===== config.mk =====
export PLATFORM = sky130hd
export DESIGN_NAME = ysyx_25030093_axi_arbiter
export DESIGN_NICKNAME = d
export VERILOG_FILES = /design/src/rtl/ysyx_25030093_axi_arbiter.sv
export SDC_FILE = /design/constraint.sdc
export NUM_CORES = 1
export LEC_CHECK = 0
export CAP_MARGIN = 25
export CORE_ASPECT_RATIO = 0.6
export CORE_MARGIN = 1
export CORE_UTILIZATION = 25
export CTS_BUF_LIST = sky130_fd_sc_hd__clkbuf_2 sky130_fd_sc_hd__clkbuf_4 sky130_fd_sc_hd__clkbuf_8
export DETAILED_ROUTE_END_ITERATION = 8
export RECOVER_POWER = 50
export SETUP_SLACK_MARGIN = 0.2
export SLEW_MARGIN = 25
export SYNTH_ARGS = -nofsm -noshare
export SYNTH_HDL_FRONTEND = slang
export SYNTH_SLANG_ARGS = --single-unit

===== constraint.sdc =====
create_clock -name clk -period 2.44 [get_ports clk]
set_input_delay 0.61 -clock clk [delete_from_list [all_inputs] [get_ports clk]]
set_output_delay 0.61 -clock clk [all_outputs]
set_load 0.01 [all_outputs]

===== src/rtl/ysyx_25030093_axi_arbiter.sv =====
// ysyx_25030093_axi_arbiter: three-master (IFU read, LSU read, LSU write) to
// single-SRAM AXI-lite arbiter. One transaction owns the SRAM at a time; the
// owner's channels are forwarded combinationally, everything else reads 0.
// Optional feature macro: YSYX_25030093_ARB_RR_EN selects round-robin between
// IFU and LSU instead of fixed priority (LSU_WR > LSU_RD > IFU_RD).
module ysyx_25030093_axi_arbiter (
   input  logic        clk,
   input  logic        rst,
   // IFU read master
   input  logic [31:0] ifu_araddr,
   input  logic        ifu_arvalid,
   output logic        ifu_arready,
   output logic [31:0] ifu_rdata,
   output logic        ifu_rvalid,
   input  logic        ifu_rready,
   // LSU read master
   input  logic [31:0] lsu_araddr,
   input  logic        lsu_arvalid,
   output logic        lsu_arready,
   output logic [31:0] lsu_rdata,
   output logic        lsu_rvalid,
   input  logic        lsu_rready,
   // LSU write master
   input  logic [31:0] lsu_awaddr,
   input  logic        lsu_awvalid,
   output logic        lsu_awready,
   input  logic [31:0] lsu_wdata,
   input  logic [7:0]  lsu_wstrb,
   input  logic        lsu_wvalid,
   output logic        lsu_wready,
   output logic        lsu_bvalid,
   input  logic        lsu_bready,
   // SRAM slave
   output logic [31:0] sram_araddr,
   output logic        sram_arvalid,
   input  logic        sram_arready,
   input  logic [31:0] sram_rdata,
   input  logic        sram_rvalid,
   output logic        sram_rready,
   output logic [31:0] sram_awaddr,
   output logic        sram_awvalid,
   input  logic        sram_awready,
   output logic [31:0] sram_wdata,
   output logic [7:0]  sram_wstrb,
   output logic        sram_wvalid,
   input  logic        sram_wready,
   input  logic        sram_bvalid,
   output logic        sram_bready
);

   typedef enum logic [1:0] {
      IDLE   = 2'd0,
      IFU_RD = 2'd1,
      LSU_RD = 2'd2,
      LSU_WR = 2'd3
   } state_e;

   state_e      state_q, state_d;
   logic [31:0] addr_q, addr_d;      // AR or AW address captured at handshake
   logic [31:0] wdata_q, wdata_d;
   logic [7:0]  wstrb_q, wstrb_d;
   logic        ar_done_q, ar_done_d;
   logic        aw_done_q, aw_done_d;
   logic        w_done_q, w_done_d;
   logic        post_rst_q, post_rst_d; // first cycle after reset: all outputs 0
   logic        drain_q, drain_d;       // second cycle: swallow stale R/B
`ifdef YSYX_25030093_ARB_RR_EN
   logic        last_ifu_q, last_ifu_d; // 1 = IFU got the last grant
`endif

   logic        lsu_wr_req;
   logic        lsu_req;
   state_e      lsu_grant;
   state_e      grant;
   logic        out_en;

   assign out_en = ~rst & ~post_rst_q;

   // Pick the next owner from the requests visible this cycle.
   always_comb begin
      lsu_wr_req = lsu_awvalid | lsu_wvalid;
      lsu_req    = lsu_wr_req | lsu_arvalid;
      lsu_grant  = lsu_wr_req ? LSU_WR : LSU_RD;
      grant      = IDLE;
`ifdef YSYX_25030093_ARB_RR_EN
      if (lsu_req && ifu_arvalid) grant = last_ifu_q ? lsu_grant : IFU_RD;
      else if (lsu_req)           grant = lsu_grant;
      else if (ifu_arvalid)       grant = IFU_RD;
`else
      if (lsu_req)                grant = lsu_grant;
      else if (ifu_arvalid)       grant = IFU_RD;
`endif
   end

   // Forward only the owner's channels; done flags mask repeat handshakes.
   always_comb begin
      ifu_arready  = 1'b0;
      ifu_rdata    = '0;
      ifu_rvalid   = 1'b0;
      lsu_arready  = 1'b0;
      lsu_rdata    = '0;
      lsu_rvalid   = 1'b0;
      lsu_awready  = 1'b0;
      lsu_wready   = 1'b0;
      lsu_bvalid   = 1'b0;
      sram_araddr  = '0;
      sram_arvalid = 1'b0;
      sram_rready  = 1'b0;
      sram_awaddr  = '0;
      sram_awvalid = 1'b0;
      sram_wdata   = '0;
      sram_wstrb   = '0;
      sram_wvalid  = 1'b0;
      sram_bready  = 1'b0;
      if (out_en) begin
         case (state_q)
            IDLE: begin
               sram_rready = drain_q;
               sram_bready = drain_q;
            end
            IFU_RD: begin
               sram_araddr  = ar_done_q ? addr_q : ifu_araddr;
               sram_arvalid = ifu_arvalid & ~ar_done_q;
               ifu_arready  = sram_arready & ~ar_done_q;
               ifu_rvalid   = sram_rvalid & ar_done_q;
               sram_rready  = ifu_rready & ar_done_q;
               ifu_rdata    = sram_rdata;
            end
            LSU_RD: begin
               sram_araddr  = ar_done_q ? addr_q : lsu_araddr;
               sram_arvalid = lsu_arvalid & ~ar_done_q;
               lsu_arready  = sram_arready & ~ar_done_q;
               lsu_rvalid   = sram_rvalid & ar_done_q;
               sram_rready  = lsu_rready & ar_done_q;
               lsu_rdata    = sram_rdata;
            end
            LSU_WR: begin
               sram_awaddr  = aw_done_q ? addr_q : lsu_awaddr;
               sram_awvalid = lsu_awvalid & ~aw_done_q;
               lsu_awready  = sram_awready & ~aw_done_q;
               sram_wdata   = w_done_q ? wdata_q : lsu_wdata;
               sram_wstrb   = w_done_q ? wstrb_q : lsu_wstrb;
               sram_wvalid  = lsu_wvalid & ~w_done_q;
               lsu_wready   = sram_wready & ~w_done_q;
               lsu_bvalid   = sram_bvalid & aw_done_q & w_done_q;
               sram_bready  = lsu_bready & aw_done_q & w_done_q;
            end
            default: ;
         endcase
      end
   end

   // Next-state: grant from IDLE, track handshakes, release on R/B.
   always_comb begin
      state_d    = state_q;
      addr_d     = addr_q;
      wdata_d    = wdata_q;
      wstrb_d    = wstrb_q;
      ar_done_d  = ar_done_q;
      aw_done_d  = aw_done_q;
      w_done_d   = w_done_q;
      post_rst_d = 1'b0;
      drain_d    = post_rst_q;
`ifdef YSYX_25030093_ARB_RR_EN
      last_ifu_d = last_ifu_q;
`endif
      case (state_q)
         IDLE: begin
            if (!post_rst_q && !drain_q && grant != IDLE) begin
               state_d = grant;
`ifdef YSYX_25030093_ARB_RR_EN
               last_ifu_d = (grant == IFU_RD);
`endif
            end
         end
         IFU_RD, LSU_RD: begin
            if (sram_arvalid && sram_arready) begin
               ar_done_d = 1'b1;
               addr_d    = sram_araddr;
            end
            if (sram_rvalid && sram_rready) begin
               state_d   = IDLE;
               ar_done_d = 1'b0;
            end
         end
         LSU_WR: begin
            if (sram_awvalid && sram_awready) begin
               aw_done_d = 1'b1;
               addr_d    = lsu_awaddr;
            end
            if (sram_wvalid && sram_wready) begin
               w_done_d = 1'b1;
               wdata_d  = lsu_wdata;
               wstrb_d  = lsu_wstrb;
            end
            if (sram_bvalid && sram_bready) begin
               state_d   = IDLE;
               aw_done_d = 1'b0;
               w_done_d  = 1'b0;
            end
         end
         default: state_d = IDLE;
      endcase
   end

   // State registers with synchronous reset.
   always_ff @(posedge clk) begin
      if (rst) begin
         state_q    <= IDLE;
         addr_q     <= '0;
         wdata_q    <= '0;
         wstrb_q    <= '0;
         ar_done_q  <= 1'b0;
         aw_done_q  <= 1'b0;
         w_done_q   <= 1'b0;
         post_rst_q <= 1'b1;
         drain_q    <= 1'b0;
`ifdef YSYX_25030093_ARB_RR_EN
         last_ifu_q <= 1'b1;
`endif
      end else begin
         state_q    <= state_d;
         addr_q     <= addr_d;
         wdata_q    <= wdata_d;
         wstrb_q    <= wstrb_d;
         ar_done_q  <= ar_done_d;
         aw_done_q  <= aw_done_d;
         w_done_q   <= w_done_d;
         post_rst_q <= post_rst_d;
         drain_q    <= drain_d;
`ifdef YSYX_25030093_ARB_RR_EN
         last_ifu_q <= last_ifu_d;
`endif
      end
   end

endmodule


# ---- After elaboration in Yosys (flattened, before gate mapping)
# Index checks and enable logic that the tools add are counted.
dict set report totals {
  ff_bits 79
  input_bits 182
  out_inout_bits 180
  wordCells 119
}
dict set report classes {
  eq_ne 8
  muxes 58
  bitwise 22
  reduce_logical 22
}
# cell count
set op_table {}
lappend op_table {{32-bit 2-to-1 mux} 15}
lappend op_table {{32-bit one-hot mux with 2 select lines} 2}
lappend op_table {{1-bit 2-to-1 mux} 30}
lappend op_table {{8-bit 2-to-1 mux} 3}
lappend op_table {{1-bit AND} 15}
lappend op_table {{2-bit inequality test (second input constant)} 5}
lappend op_table {{2-bit nonzero test} 5}
lappend op_table {{2-bit 2-to-1 mux} 4}
lappend op_table {{2-bit AND reduction} 4}
lappend op_table {{1-bit logical AND} 7}
lappend op_table {{2-bit one-hot mux with 3 select lines} 1}
lappend op_table {{3-bit AND reduction} 2}
lappend op_table {{1-bit inverter} 5}
lappend op_table {{2-bit equality test (second input constant)} 2}
lappend op_table {{1-bit one-hot mux with 2 select lines} 2}
lappend op_table {{1-bit one-hot mux with 3 select lines} 1}
lappend op_table {{2-bit by 1-bit equality test with 1-bit output (second input constant)} 1}
lappend op_table {{1-bit zero test} 2}
lappend op_table {{2-bit zero test} 1}
lappend op_table {{1-bit bitwise OR} 2}
lappend op_table {{2-bit OR reduction} 1}

# ---- Longest topological paths before layout
# Gate-level depths: netlist of the first run.
dict set report logic_depth {
  word_depth 7
  depth_mapped 9
}

# ---- Worst setup path after synthesis of the first run
# OpenSTA, ideal clock, no wires.
dict set report synth_timing {
  path_type {flip-flop to output port}
  startpoint {register state_q[0]}
  endpoint {output sram_rready}
  t_arrival_ps 1858
  t_required_ps 1830
  path_slack_ps -28
  stages_incl_launch_ff 7
  n_path_buf 1
  cell_sequence {dfxtp_1 > inv_1 > ha_1 > buf_2 > mux2_2 > nand3_1 > a2111oi_0}
}
dict set report synth_between {
  elab_chain_cells 3
  word_cells_on_any_way 5
  classes_between {2 x eq/ne; 2 x mux; 1 x reduce/logical}
}
# item line
set synth_lines {}
lappend synth_lines {{start, declared} 58} ;# state_e state_q, state_d;
lappend synth_lines {{start signal, assigned} 222} ;# state_q <= state_d;
lappend synth_lines {{2-bit equality test (tied with other cells)} 116} ;# case (state_q)
lappend synth_lines {{1-bit one-hot mux with 3 select lines (*)} 116}
lappend synth_lines {{1-bit 2-to-1 mux (*)} 115} ;# if (out_en) begin
lappend synth_lines {{end, declared} 39} ;# output logic sram_rready,
# Every way passes the cells marked *; elsewhere a longest branch is shown, timed or not.

# ---- Worst setup path after layout of the first run
dict set report layout_timing {
  startpoint {register state_q[0]}
  endpoint {output sram_araddr[13]}
}
dict set report layout_between {
  elab_chain_cells 3
  word_cells_on_any_way 4
  classes_between {2 x eq/ne; 2 x mux}
}
# item line
set layout_lines {}
lappend layout_lines {{2-bit equality test or 2-bit by 1-bit equality test with 1-bit output (tied branches)} 116}
lappend layout_lines {{32-bit one-hot mux with 2 select lines (*)} 116}
lappend layout_lines {{32-bit 2-to-1 mux (*)} 115}
lappend layout_lines {{end, declared} 34} ;# output logic [31:0] sram_araddr,
# Marks and branches as above.

==> impl_metrics.csv, run 1 <==
group,metric,value,unit
setup_path,critPathArrivalTime,2.16,ns
clock_network,clk_pin_slew,0.09,ns
global_routing,grt_overflow_total,0,
placement,dpl.hpwl,20.5,mm
synth,yosysTopAreaCell,"dfxtp_1",
placement,dp.cells,1406,
setup_path,max_stage_delay,0.51,ns
setup_path,crit_buf_inv,3,
global_routing,grt_pass1_wl,44.2,mm
pwr,p_int,4.22,mW
final_layout,stdcell_area,12900,sq um
placement,placed_cell_area,10900,sq um
placement,gp_congestion,0.841,
sta,finalMaxSlewViolations,0,
sta,rsz0062_at_grt,"true",
clock_network,cts_buffer_depth,2,
sta,fin_skew,0.0190,ns
pwr,swShare,0.418,
route,wl_per_cell,21.5,um
clock_network,cts_root_buffer,"clkbuf_8",
synth,synth_edf_count,0,
setup_path,critPathTopFamily,"simple AND/OR/NAND/NOR gates",
run,drv_cap,0,
pwr,share_comb_of_total_power,0.675,
pwr,p_clk_frac,0.138,
pwr,vdd_ir_drop_max,0.431,mV
pwr,p_leak,4.58,nW
die,die_area,24100,sq um
clock_network,cts_made_buffers,9,
route,drt_iter0_markers,330,
synth,synth_top_area_frac,0.269,
route,vias_per_cell,5.00,
clock_network,clk_latency,0.38,ns
pwr,powerDensity,562,nW/um^2
run_status,failed_checks,"setup timing",
synth,avgSynthCellArea,8.16,sq um
sta,tightest_slew,1.05,ns
sta,layout_setup_ws,-0.334,ns
placement,io_buffers,361,
global_routing,grt_pass1_vias,7365,
sta,clock.fmax,361,MHz
sta,finalHoldViolCount,0,
route,ant_nets,0,
final_layout,drive_above_1_share,0.439,
setup_path,required,1.83,ns
route,drcViolationCount,0,
route,via_count,7574,
synth,syn_area,5870,sq um
synth,ys_types,46,
clock_network,clock-sinks,79,
pwr,p_seq_frac,0.186,
synth,synth_seq_cells,79,
final_layout,syn2layout_area_growth,120,%
die,die_w,200,um
worst_hold_path,hp-class,"reg2reg",
synth,synth_area_leaders,"dfxtp_1, mux2i_1, o32ai_2, nand2_1, and3_1",
setup_path,end_kind,"output port",
die,ios,362,
synth,yosysMostFrequentCell,"nand2_1",
sta,setup_viol,151,
sta,finalCriticalPeriod,2.77,ns
synth,synth_warnings,0,
die,core.rowCount,43,
global_routing,grt_max_degree,41,
final_layout,n_fill_cell,1985,
synth,yosys_most_used_dff,"dfxtp_1",
synth,async_flop_share,0,
run_status,status,"finished, violations left",
synth,synth_nets,908,
die,start_util,0.254,
die,fp.coreArea,23100,sq um
synth,synth_cells,720,
clock_network,cts_htree_levels,3,
synth,seq_area_frac_synth,0.269,
sta,fin_crit_sh,1.14,
sta,fin_tns_setup,-19.40,ns
setup_path,path_class,"reg2out",
synth,synthTopCellsByCount,"nand2_1, mux2i_1, nor2_1",
setup_path,crit_path_start_kind,"flip-flop",
final_layout,final_nets,1374,
setup_path,cp_cell_sequence,"inv_2 > ha_4 > or3b_4 > buf_16 > o32ai_4 > buf_2",
die,die_y,121,um
global_routing,antenna_found_initial,8,
setup_path,slowest_stage,"or3b_4",
global_routing,track_usage,0.244,
clock_network,cts_tree,"built",
route,dr.pass1.iters,4,
final_layout,layout.cells.non_filler,1514,
pwr,p_switching,3.03,mW
route,postRouteWirelength,32.5,mm
sta,max_slew_margin,0.301,
setup_path,crit_fanout,9,
-- kinds of logic (layout without fill, tap and decap cells) --
family / count (synthesis) / in the layout / synth area share
adder cells (fa/ha/maj): 6 / 6 / 0.0128
buffers and inverters: 84 / 555 / 0.0652
AO/OA/AOI/OAI: 152 / 152 / 0.243
AND/OR/NAND/NOR: 292 / 292 / 0.228
other: 0 / 8 / 0
flip-flops: 79 / 79 / 0.269
multiplexers: 107 / 107 / 0.183
-- placed cells by master, fill, tap and decap left out, types with 3 or more instances in the layout --
cell	count
nor2_1	74
dfxtp_2	4
nor2_2	4
a21oi_1	40
clkbuf_16	8
and3_1	9
o2bb2ai_4	7
a22oi_1	30
ha_4	5
mux2i_1	104
and3_4	56
nand2_4	3
clkdlybuf4s15_2	37
dfxtp_1	74
buf_6	98
buf_16	15
buf_4	80
nand2_1	116
o2bb2ai_2	24
buf_8	6
nor3b_1	3
buf_2	65
o32ai_4	32
diode_2	8
clkbuf_8	10
inv_6	4
buf_12	27
clkdlybuf4s50_1	180
clkbuf_1	14
nor2_4	7
-- stage by stage --
stage / setup slack [ns] / power [mW] / hold slack [ns] / util
finish: -0.334 / 7.25 / 0.458 / 0.559
global route: -0.401 / 7.55 / 0.476 / 0.559
CTS: -0.354 / 6.73 / 0.459 / 0.512
detailed placement: -0.540 / 4.65 / 0.446 / 0.470
global placement: -0.527 / 4.65 / 0.441 / 0.470
floorplan: 0.164 / 3.13 / 0.436 / -
-- layer usage --
metal,vias up,wire [um],share of wire,GRT usage
met5,-,0,0,0
met3,39,2150,0.066,0.0608
li1,3576,-,-,-
met4,0,666,0.021,0.0864
met2,262,15500,0.48,0.411
met1,3697,14200,0.44,0.300
-- registers in the layout, indices dropped and copies added (netlist names) --
signal and flops:
drain_d 1, state_q 2, wstrb_q 8, w_done_q 1
ar_done_q 1, drain_q 1, aw_done_q 1, addr_q 32
wdata_q 32
-- worst paths after layout --
check,start,end,slack [ns],cells past startpoint
max,state_q[0],sram_araddr[13],-0.33,6
min reg2reg,wdata_q[31],wdata_q[31],0.46,2
min,wdata_q[31],wdata_q[31],0.46,2
max reg2reg,state_q[0],addr_q[26],-0.12,16
-- layout make-up --
type / count / area, sq um / share of cell area
Clock buffer: 10 / 138 / 0.0107
Inverter: 4 / 15.0 / 0.00116
Clock inverter: 6 / 50.0 / 0.00388
Timing Repair Buffer: 535 / 5610 / 0.435
Sequential cell: 79 / 1590 / 0.123
Antenna cell: 8 / 20.0 / 0.00155
Tap cell: 315 / 394 / 0.0306
Multi-Input combinational cell: 557 / 5080 / 0.394
-- what timing repair did --
item	CTS	global route
gates resized for setup	839	143
gates cloned	18	10
setup buffers	38	18
setup endpoints to repair	246	248
hold buffers	0	0
pin swaps	19	35
-- power by group through the flow --
| stage | Combinational (mW) | Clock, mW | Sequential (mW) |
|---|---|---|---|
| final | 4.90 | 1.00 | 1.35 |
| after global routing | 5.10 | 1.10 | 1.36 |
| after CTS | 4.34 | 1.05 | 1.35 |
| after detailed placement | 3.27 | 0 | 1.38 |
| after global placement | 3.27 | 0 | 1.38 |
| after floorplan | 1.75 | 0 | 1.38 |
-- tightest hold or removal path, delay by kind of cell, from the launching register on --
family	cells	cell delay, ns
AO/OA/AOI/OAI	1	0.05
flip-flops	1	0.32
AND/OR/NAND/NOR	1	0.05
Note: power is estimated with default switching activity, not from simulation.
==> inputs of run 2 (changes only) <==
- CORE_MARGIN: 1 -> 1.5
==> run 2 against run 1 <==
Effect of this change:
- the flow still finishes with violations (setup timing)
- final cell count decreased by 2.2%
- clock power increased by 18%
- combinational power decreased by 10%
- first-iteration DRC count decreased by 22%
- critical endpoint is now sram_araddr[24]
==> impl_metrics.csv, run 2 (synthesized netlist as in run 1, its figures left out) <==
group,metric,value,unit
run_status,status,"finished, violations left",
run_status,failed_checks,"setup timing",
sta,rsz0062_at_grt,"true",
final_layout,n_fill_cell,2066,
die,ios,362,
sta,fin_tns_setup,-18.69,ns
route,via_count,7434,
sta,tightest_slew,0.542,ns
sta,finalCriticalPeriod,2.76,ns
clock_network,cts_tree,"built",
global_routing,grt_pass1_vias,7398,
clock_network,clk_pin_slew,0.09,ns
final_layout,layout_common_cells,"clkdlybuf4s50_1, nand2_1, mux2i_1",
worst_hold_path,hp-class,"reg2reg",
placement,gp_congestion,0.863,
placement,dpl.hpwl,21.0,mm
setup_path,required,1.83,ns
final_layout,syn2layout_area_growth,110,%
placement,io_buffers,361,
sta,layout_setup_ws,-0.318,ns
global_routing,grt_pass1_wl,44.3,mm
placement,dp.cells,1397,
global_routing,antenna_found_initial,6,
placement,dp_worst_setup_slack,-0.558,ns
clock_network,hold_buffers,0,
route,dr.pass1.iters,7,
pwr,fin_total_pwr,6.92,mW
run,drv_cap,0,
sta,max_slew_margin,0.639,
clock_network,cts_htree_levels,3,
die,die_w,201,um
route,ant_nets,0,
route,wl_per_cell,20.8,um
global_routing,grt_overflow_total,0,
placement,placed_cell_area,10800,sq um
clock_network,clk_latency,0.37,ns
pwr,p_leak,4.36,nW
route,drt_iter0_markers,259,
sta,setup_viol,111,
die,fp.coreArea,23100,sq um
clock_network,cts_made_buffers,9,
final_layout,final_nets,1343,
sta,clock.fmax,363,MHz
setup_path,crit_fanout,5,
final_layout,drive_above_1_share,0.416,
die,start_util,0.254,
setup_path,end_kind,"output port",
clock_network,cts_root_buffer,"clkbuf_8",
final_layout,reg_top3,"addr_q: 32 flops, wdata_q: 32 flops, wstrb_q: 8 flops",
die,core.rowCount,43,
setup_path,crit_path_start_kind,"flip-flop",
setup_path,critPathArrivalTime,2.15,ns
final_layout,stdcell_area,12300,sq um
clock_network,cts_buffer_depth,2,
die,die_area,24500,sq um
setup_path,path_class,"reg2out",
route,drcViolationCount,0,
sta,hold_ws,0.458,ns
global_routing,track_usage,0.235,
global_routing,grt_max_degree,51,
final_layout,final_common_cell,"clkdlybuf4s50_1",
final_layout,fin_util,0.534,
pwr,powerDensity,562,nW/um^2
route,postRouteWirelength,30.8,mm
sta,finalMaxSlewViolations,0,
route,vias_per_cell,5.02,
pwr,vdd_ir_drop_max,0.369,mV
die,die_y,122,um
sta,fin_crit_sh,1.13,
sta,fin_skew,0.00768,ns
sta,finalHoldViolCount,0,
clock_network,clock-sinks,79,
final_layout,layout.cells.non_filler,1481,
run 2: area by class of cell:
class                   instances  area (sq um)  area share
clock buffers                  10           138      0.0112
diodes                          6          15.0     0.00122
clock inverters                 6          93.8     0.00761
inverters                       4          15.0     0.00122
flip-flops and latches         79          1590       0.129
well taps                     315           394      0.0320
multi-input cells             557          4910       0.398
repair buffers                504          5170       0.420
run 2: what timing repair did:
action	in CTS	in global routing
buffers inserted	33	15
setup endpoints to repair	212	253
resized for setup	756	144
endpoints found under the hold margin	0	0
cloned	9	5
pin swaps	9	8
run 2: worst paths after layout:
| path | startpoint | end | slack (ns) | cells past startpoint |
|---|---|---|---|---|
| max | state_q[1] | sram_araddr[24] | -0.32 | 7 |
| min | wdata_q[19] | wdata_q[19] | 0.46 | 2 |
| max reg2reg | state_q[0] | addr_q[23] | 0.06 | 12 |
| min reg2reg | wdata_q[19] | wdata_q[19] | 0.46 | 2 |
run 2: per-layer routing:
metal	global-route usage	wire, um
met5	0	0
met1	0.293	13500
met3	0.0556	1940
met4	0.0691	729
met2	0.403	14700
run 2: worst max-delay path, stage by stage, from the launching register on:
cell,delay (ns)
dfxtp_2,0.34
inv_2,0.05
ha_4,0.27
or4b_4,0.50
buf_12,0.17
clkbuf_16,0.17
o32ai_4,0.10
buf_2,0.18
run 2: power breakdown:
part / switching [mW] / internal [mW]
combinational: 2.22 / 2.17
sequential: 0.0253 / 1.33
clock: 0.572 / 0.610
